==> src/rtl/output_history_rotator.sv <==
// Keeps a DEPTH-entry circular history of distinct result-bus values and rotates the
// display through it, oldest to newest. Optional: OUTREAD_JUMP_NEW_EN jumps to a new push.
module output_history_rotator #(
  parameter  int DATA_W       = 32,
  parameter  int DEPTH        = 4,
  parameter  int DWELL_CYCLES = 200000000,
  localparam int CNT_W        = $clog2(DWELL_CYCLES + 1),
  localparam int IDX_W        = $clog2(DEPTH)
) (
  input  logic              clk,
  input  logic              rst,
  input  logic [DATA_W-1:0] result_i,
  input  logic              hold_i,
  input  logic              clear_i,
  output logic [DATA_W-1:0] out_o,
  output logic [IDX_W-1:0]  out_idx_o,
  output logic [IDX_W:0]    count_o,
  output logic              new_o
);

  logic [DEPTH-1:0][DATA_W-1:0] mem;
  logic [DATA_W-1:0]            prev_q;
  logic [IDX_W-1:0]             wr_ptr, rd_idx, oldest, disp, rd_rot;
  logic [IDX_W:0]               count, count_next;
  logic [CNT_W-1:0]             dwell;
  logic                         push, jump, wrap;

  always_comb begin
    push       = (result_i != prev_q) && !clear_i;
    count_next = (push && count != (IDX_W+1)'(DEPTH)) ? count + 1'b1 : count;
    // DEPTH is a power of two, so truncating count gives (wr_ptr - count) mod DEPTH
    oldest     = wr_ptr - count[IDX_W-1:0];
    disp       = oldest + rd_idx;
    wrap       = (dwell == CNT_W'(DWELL_CYCLES - 1));
    rd_rot     = (({1'b0, rd_idx} + 1'b1) >= count_next) ? '0 : rd_idx + 1'b1;
`ifdef OUTREAD_JUMP_NEW_EN
    jump       = push;
`else
    jump       = 1'b0;
`endif
  end

  always_ff @(posedge clk) begin
    if (push) mem[wr_ptr] <= result_i;
  end

  always_ff @(posedge clk) begin
    if (!rst) begin
      prev_q <= '0;
      wr_ptr <= '0;
      count  <= '0;
      rd_idx <= '0;
      dwell  <= '0;
      new_o  <= 1'b0;
    end else begin
      prev_q <= result_i;
      new_o  <= push;
      if (clear_i) begin
        wr_ptr <= '0;
        count  <= '0;
        rd_idx <= '0;
        dwell  <= '0;
      end else begin
        if (push) begin
          wr_ptr <= wr_ptr + 1'b1;
          count  <= count_next;
        end
        // a jump overrides both hold and a coincident rotate
        if (jump) begin
          rd_idx <= count_next[IDX_W-1:0] - 1'b1;
          dwell  <= '0;
        end else if (count == '0) begin
          rd_idx <= '0;
          dwell  <= '0;
        end else if (!hold_i) begin
          if (wrap) begin
            dwell  <= '0;
            rd_idx <= rd_rot;
          end else begin
            dwell  <= dwell + 1'b1;
          end
        end
      end
    end
  end

  // display registers lag the history state by one cycle; clear blanks them immediately
  always_ff @(posedge clk) begin
    if (!rst || clear_i) begin
      out_o     <= '0;
      out_idx_o <= '0;
      count_o   <= '0;
    end else begin
      out_o     <= (count == '0) ? '0 : mem[disp];
      out_idx_o <= rd_idx;
      count_o   <= count;
    end
  end

endmodule

==> config.mk <==
export PLATFORM = sky130hd
export DESIGN_NAME = output_history_rotator
export DESIGN_NICKNAME = d
export VERILOG_FILES = /design/src/rtl/output_history_rotator.sv
export SDC_FILE = /design/constraint.sdc
export NUM_CORES = 1
export LEC_CHECK = 0
export CORE_UTILIZATION = 54
export CTS_BUF_LIST = sky130_fd_sc_hd__clkbuf_4 sky130_fd_sc_hd__clkbuf_8
export DETAILED_ROUTE_END_ITERATION = 16
export PLACE_DENSITY = 0.78
export SLEW_MARGIN = 20
export SYNTH_ARGS = -nofsm -noshare
export SYNTH_HDL_FRONTEND = slang
export SYNTH_SLANG_ARGS = --single-unit
==> constraint.sdc <==
create_clock -name clk -period 3.9 [get_ports clk]
set_input_delay 0.39 -clock clk [delete_from_list [all_inputs] [get_ports clk]]
set_output_delay 0.39 -clock clk [all_outputs]
set_load 0.005 [all_outputs]
Word-level counts from Yosys, hierarchy flattened --
Index checks and enable logic that the tools add are counted.
Storage, ports and cells: register bits 233, latch bits 0, RAM bits 0, bits in read-only memories 0, input bits 36, output and inout port bits 38, word-level logic and storage cells 48, memories 0
Cells by class: add/sub/neg operators 7, $mul 0, div/mod/pow operators 0, order comparisons 4, equal/unequal tests 3, shift-type cells 0, multiplexer cells 8, bitwise gates (word level) 2, reductions and logical operators 11
Operators by type and width (number):
- 128-bit bitwise mux | 1
- 32-bit binary-select mux with 2-bit select | 1
- 32-bit demux with 2-bit select | 1
- 32-bit 2-to-1 mux | 2
- 32-bit != test | 1
- 28-bit by 1-bit adder with 28-bit output (second input constant) | 1
- 28-bit == test (second input constant) | 1
- 28-bit 2-to-1 mux | 1
- 2-bit by 3-bit less-than comparator with 1-bit output (second input constant) | 2
- 2-bit by 1-bit adder with 2-bit output (second input constant) | 2
- 2-bit OR reduction | 2
- 2-bit by 1-bit adder with 3-bit output (second input constant) | 1
- 3-bit by 1-bit adder with 3-bit output (second input constant) | 1
- 3-bit greater-or-equal comparator | 1
- 1-bit logical AND | 3
- 3-bit logical NOT | 1
- 3-bit 2-to-1 mux | 1
- 3-bit != test (second input constant) | 1
- 3-bit OR reduction | 1
- 2-bit adder | 1
- 2-bit by 1-bit greater-or-equal comparator with 1-bit output (second input constant) | 1
- 1-bit logical NOT | 2
- 2-bit 2-to-1 mux | 1
- 1-bit NOT | 2
- 3 further kinds | 3

Longest topological paths before layout --
word-level depth 6, mapped depth 11, gate-level depth less buffers 11

Worst setup path before layout --
OpenSTA, ideal clock, no wires.
path type input to register, start input result_i[26], end register mem[0] (netlist bit), enable pin, library setup time 468 ps, data arrival time 3357 ps, required time 3432 ps, slack 74 ps, stages 6, path buffers 1, cells stage by stage xnor2_1 nand4_1 nor4_2 and2_0 buf_2 nor3b_1
Between the ends: cells in the longest elaborated chain, start to end 2
Ends and longest elaborated chain:
- start: declaration | RTL line 12 | input logic [DATA_W-1:0] result_i,
- 32-bit != test | RTL line 29 | push = (result_i != prev_q) && !clear_i;
- 1-bit logical AND | RTL line 29
- end signal: indexed assignment | RTL line 44 | if (push) mem[wr_ptr] <= result_i;
- end: declaration | RTL line 21 | logic [DEPTH-1:0][DATA_W-1:0] mem;
Every way passes these cells. A chain may end at the register's enable or synchronous reset.

Worst setup path in the final report --
start input result_i[2], end register rd_idx[1]
Between the ends: cells in the longest elaborated chain, start to end 6
Ends and longest elaborated chain:
- 32-bit != test | RTL line 29
- 1-bit logical AND | RTL line 29
- 1-bit logical AND | RTL line 30 | count_next = (push && count != (IDX_W+1)'(DEPTH)) ? count + 1'b1 : count;
- 3-bit 2-to-1 mux | RTL line 30
- named net count_next[0] | RTL line 24 | logic [IDX_W:0] count, count_next;
- 3-bit greater-or-equal comparator | RTL line 35 | rd_rot = (({1'b0, rd_idx} + 1'b1) >= count_next) ? '0 : rd_idx + 1'b1;
- 2-bit 2-to-1 mux | RTL line 35
- end signal: assignment | RTL line 70 | rd_idx <= count_next[IDX_W-1:0] - 1'b1;
- end signal: assignment | RTL line 78 | rd_idx <= rd_rot;
- end: declaration | RTL line 23 | logic [IDX_W-1:0] wr_ptr, rd_idx, oldest, disp, rd_rot;
The timed path passes the listed nets, and every way through them passes these cells.

==> run_results.csv <==
group,metric,value,unit
clock_network,cts_sinks,233,
drt,met1_wl,6.84,mm
timing,slew_headroom,31.0,%
clock_network,library_cell_used_as_clock_root_buffer,"clkbuf_8",
clock_network,tritoncts_clock_tree,"built",
final_layout,final-instance-count-excl-fill,952,
clock_network,postCtsHoldBufs,0,
clock_network,post-cts-setup-buffer-count,0,
drt,detailroute.via_count,4986,
power_and_ir_drop,ir_drop,210,uV
drt,post-route-drc-count,0,
critical_path,reg2reg_to,"rd_idx[1]",
logic_synthesis,yosys.area.top_type,"edfxtp_1",
floorplanning,die_w,129,microns
logic_synthesis,syn-mean-instance-area,14.4,sq um
critical_path,worstPathRequired,4340,ps
critical_path,cp.buffers_inverters,2,
global_route,tot_gr_track_use,20.3,%
drt,drt-initial-drc-count,344,
timing,finalHoldViolCount,0,
final_layout,area_growth,19.4,%
drt,drt-total-wl,16.2,mm
logic_synthesis,synth_ff_type,"edfxtp_1",
floorplanning,placeableCoreArea,0.0159,sq mm
global_route,first_global_vias,5091,
global_route,first_pass_grt_wire_length,25.8,mm
critical_path,crit-reg2reg-launch,"prev_q[2]",
critical_path,family_with_the_most_delay_on_the_worst_path,"simple AND/OR/NAND/NOR gates",
timing,finalSetupViolCount,0,
logic_synthesis,area_of_the_mapped_netlist,0.00877,sq mm
run,max-cap-violations,0,
logic_synthesis,synthesis.instances,609,
final_layout,n_antenna_cell,0,
min_path,holdPathStages,2,
logic_synthesis,synth.net_count,658,
timing,holdWs,524,ps
global_route,grt-ovfl-total,0,
critical_path,timing.setup.critical_path_class,"input port to flop",
logic_synthesis,asyncSetResetFlopFracSynth,0,%
floorplanning,initial_core_utilization,55.2,%
power_and_ir_drop,power.density,490,mW/mm^2
timing,tightestPinTransition,1030,ps
timing,clock-skew-final,26.3,ps
logic_synthesis,yosysWarningCount,0,
logic_synthesis,synth_top_cells_by_area,"edfxtp_1 (44%), dfxtp_1 (24%), mux2i_1 (7.8%)",
min_path,worstHoldPathType,"flop to flop",
drt,average_wire_per_standard_cell,17.0,microns
logic_synthesis,ys_types,47,
critical_path,critPathLaunchType,"input port",
clock_network,cts_resized,0,
clock_network,numCtsBuffers,37,
floorplanning,chip_height,129,microns
final_layout,post_route_cells_drive_above_1_share,12.0,%
logic_synthesis,number_of_enable_flip_flop_cells_after_synthesis,128,
critical_path,worst-path-max-fanout,7,
final_layout,leading_cell_type_in_the_layout_fill_and_taps_excluded,"edfxtp_1",
critical_path,timing.reg2reg.setup_slack,960,ps
timing,layout_worst_path_cycle_share,78.3,%
critical_path,r2r_cells,12,
clock_network,path_clk_slew,60,ps
timing,setup_tns,0,ps
critical_path,cp_num_cells,13,
floorplanning,row_cnt,46,
place,hpwlAfterDp,9.78,mm
timing,fin_crit_period,3050,ps
critical_path,cp.arrival,3490,ps
min_path,hp-start,"mem[126]",
final_layout,finish.net_count,757,
floorplanning,fp.dieArea,0.0167,sq mm
critical_path,critical_path_endpoint_category,"flop",
place,dpl.cell_count,885,
drt,drtPass1Iterations,4,
floorplanning,pin_count,74,
power_and_ir_drop,static-leakage-power,3.55,nW
place,place_congestion,0.784,
drt,route.antenna.remaining_nets,0,
drt,detailroute.wirelength.met2,8.11,mm
global_route,pin_count_of_the_biggest_net_entering_global_routing,65,
clock_network,ctsLongestPathBuffers,3,
drt,dr.max_layer_used,"met4",
global_route,antenna_found_initial,0,
status,outcome,"finished, final reports clean",
logic_synthesis,synth_seq_cells,233,
clock_network,htreeDepth,2,
min_path,worst_hold_path.endpoint,"out_o[30]",
timing,timing.final.max_slew_violations,0,
timing,rsz_0062_raised_after_global_routing,"no",
logic_synthesis,synth_sequential_area_ratio,67.8,%
critical_path,critical-path-slowest-cell,"clkdlybuf4s50_1",
timing,clock.fmax,328,MHz
drt,vias_per_cell,5.24,
critical_path,crit_chain,"clkdlybuf4s50_1 > xnor2_1 > nand4_1 > nor4_2 > buf_4 > a221oi_2 > xnor2_1 > ha_1 > nand2b_1 > a21o_1 > a21oi_1 > nand3_1 > a21oi_1",
place,numPortBuffers,73,
clock_network,worst_skew_pair.late_latency,520,ps
critical_path,cpPeakStageDelay,510,ps
drt,wl_met3,758,microns
logic_synthesis,post-synth-top-area-fraction,43.8,%
final_layout,mostFrequentLayoutCells,"edfxtp_1 (128), dfxtp_1 (105), clkdlybuf4s50_1 (73)",
final_layout,finalCoreUtilization,65.9,%
-- power breakdown --
group / internal, mW / total [mW] / switching (mW)
logic: 0.152 / 0.315 / 0.163
clock network: 1.24 / 2.13 / 0.889
registers: 2.66 / 2.68 / 0.0208
-- cell families (layout without fill, tap and decap cells) --
logic type | count (synthesis) | count (layout) | share of synthesized area (%)
and+or+nand+nor | 148 | 148 | 9.35
AOI/OAI and AO/OA | 45 | 45 | 3.43
buffers and inverters | 37 | 164 | 2.78
DFF | 233 | 233 | 67.8
xor gates and xnor gates | 64 | 64 | 6.87
adders and majority gates | 13 | 13 | 1.86
muxes | 69 | 69 | 7.89
-- layout make-up --
type	instances	area, sq um
Clock inverter	12	105
Sequential cell	233	5950
Inverter	14	52.6
Clock buffer	55	676
Fill cell	1148	5420
Tap cell	216	270
Multi-Input combinational cell	339	2600
Timing Repair Buffer	83	818
-- flip-flops by register name, indices dropped and copies added, names as in the netlist --
register and cells:
wr_ptr 2, count_o 3, new_o 1, prev_q 32, dwell 28, out_idx_o 2, mem 128, rd_idx 2
out_o 32, count 3
-- per-layer routing --
metal	vias up	track usage, %
met3	46	4.95
met4	0	8.07
met1	2428	24.8
met2	112	34.6
met5	-	0
li1	2400	-
-- through the flow --
| step | area, sq um | setup slack [ps] | total power [mW] |
|---|---|---|---|
| floorplan | 8770 | 74.3 | 2.94 |
| global route | 10500 | 689 | 5.31 |
| CTS | 10500 | 891 | 5.17 |
| global placement | 9680 | 569 | 3.03 |
| finish | 10500 | 848 | 5.12 |
| detailed placement | 9680 | 362 | 3.05 |
-- synthesized netlist by cell type, types with 3 or more instances --
| library cell | instances |
|---|---|
| nor2_1 | 37 |
| dfxtp_1 | 105 |
| nand2_1 | 12 |
| ha_1 | 13 |
| xor2_1 | 8 |
| mux2i_1 | 68 |
| and2_1 | 35 |
| nand2b_1 | 5 |
| a21oi_1 | 6 |
| xnor2_2 | 3 |
| buf_2 | 3 |
| nand4_1 | 15 |
| nand3_1 | 9 |
| buf_8 | 3 |
| nor3b_1 | 5 |
| inv_1 | 14 |
| and3_1 | 5 |
| xnor2_1 | 52 |
| clkbuf_1 | 10 |
| buf_12 | 3 |
| edfxtp_1 | 128 |
| nor4_2 | 3 |
| nor3_1 | 9 |
| o22ai_1 | 31 |
-- how the worst max path moves through the flow --
stage | startpoint | endpoint | slack, ps
final | result_i[2] | rd_idx[1] | 850
after floorplan | result_i[26] | mem[0] | 70
after detailed placement | result_i[2] | rd_idx[1] | 360
after CTS | result_i[2] | rd_idx[1] | 890
after global routing | result_i[2] | rd_idx[1] | 690
after global placement | result_i[2] | rd_idx[1] | 570
-- worst register-to-register path, delay by kind of cell, from the launching register on --
family / cells / cell delay [ps]
adder cells (fa/ha/maj): 1 / 260
AO/OA/AOI/OAI: 4 / 660
AND/OR/NAND/NOR: 4 / 850
XOR/XNOR: 2 / 540
flip-flops: 1 / 310
buffers and inverters: 1 / 240
Note: power is estimated with default switching activity, not from simulation.
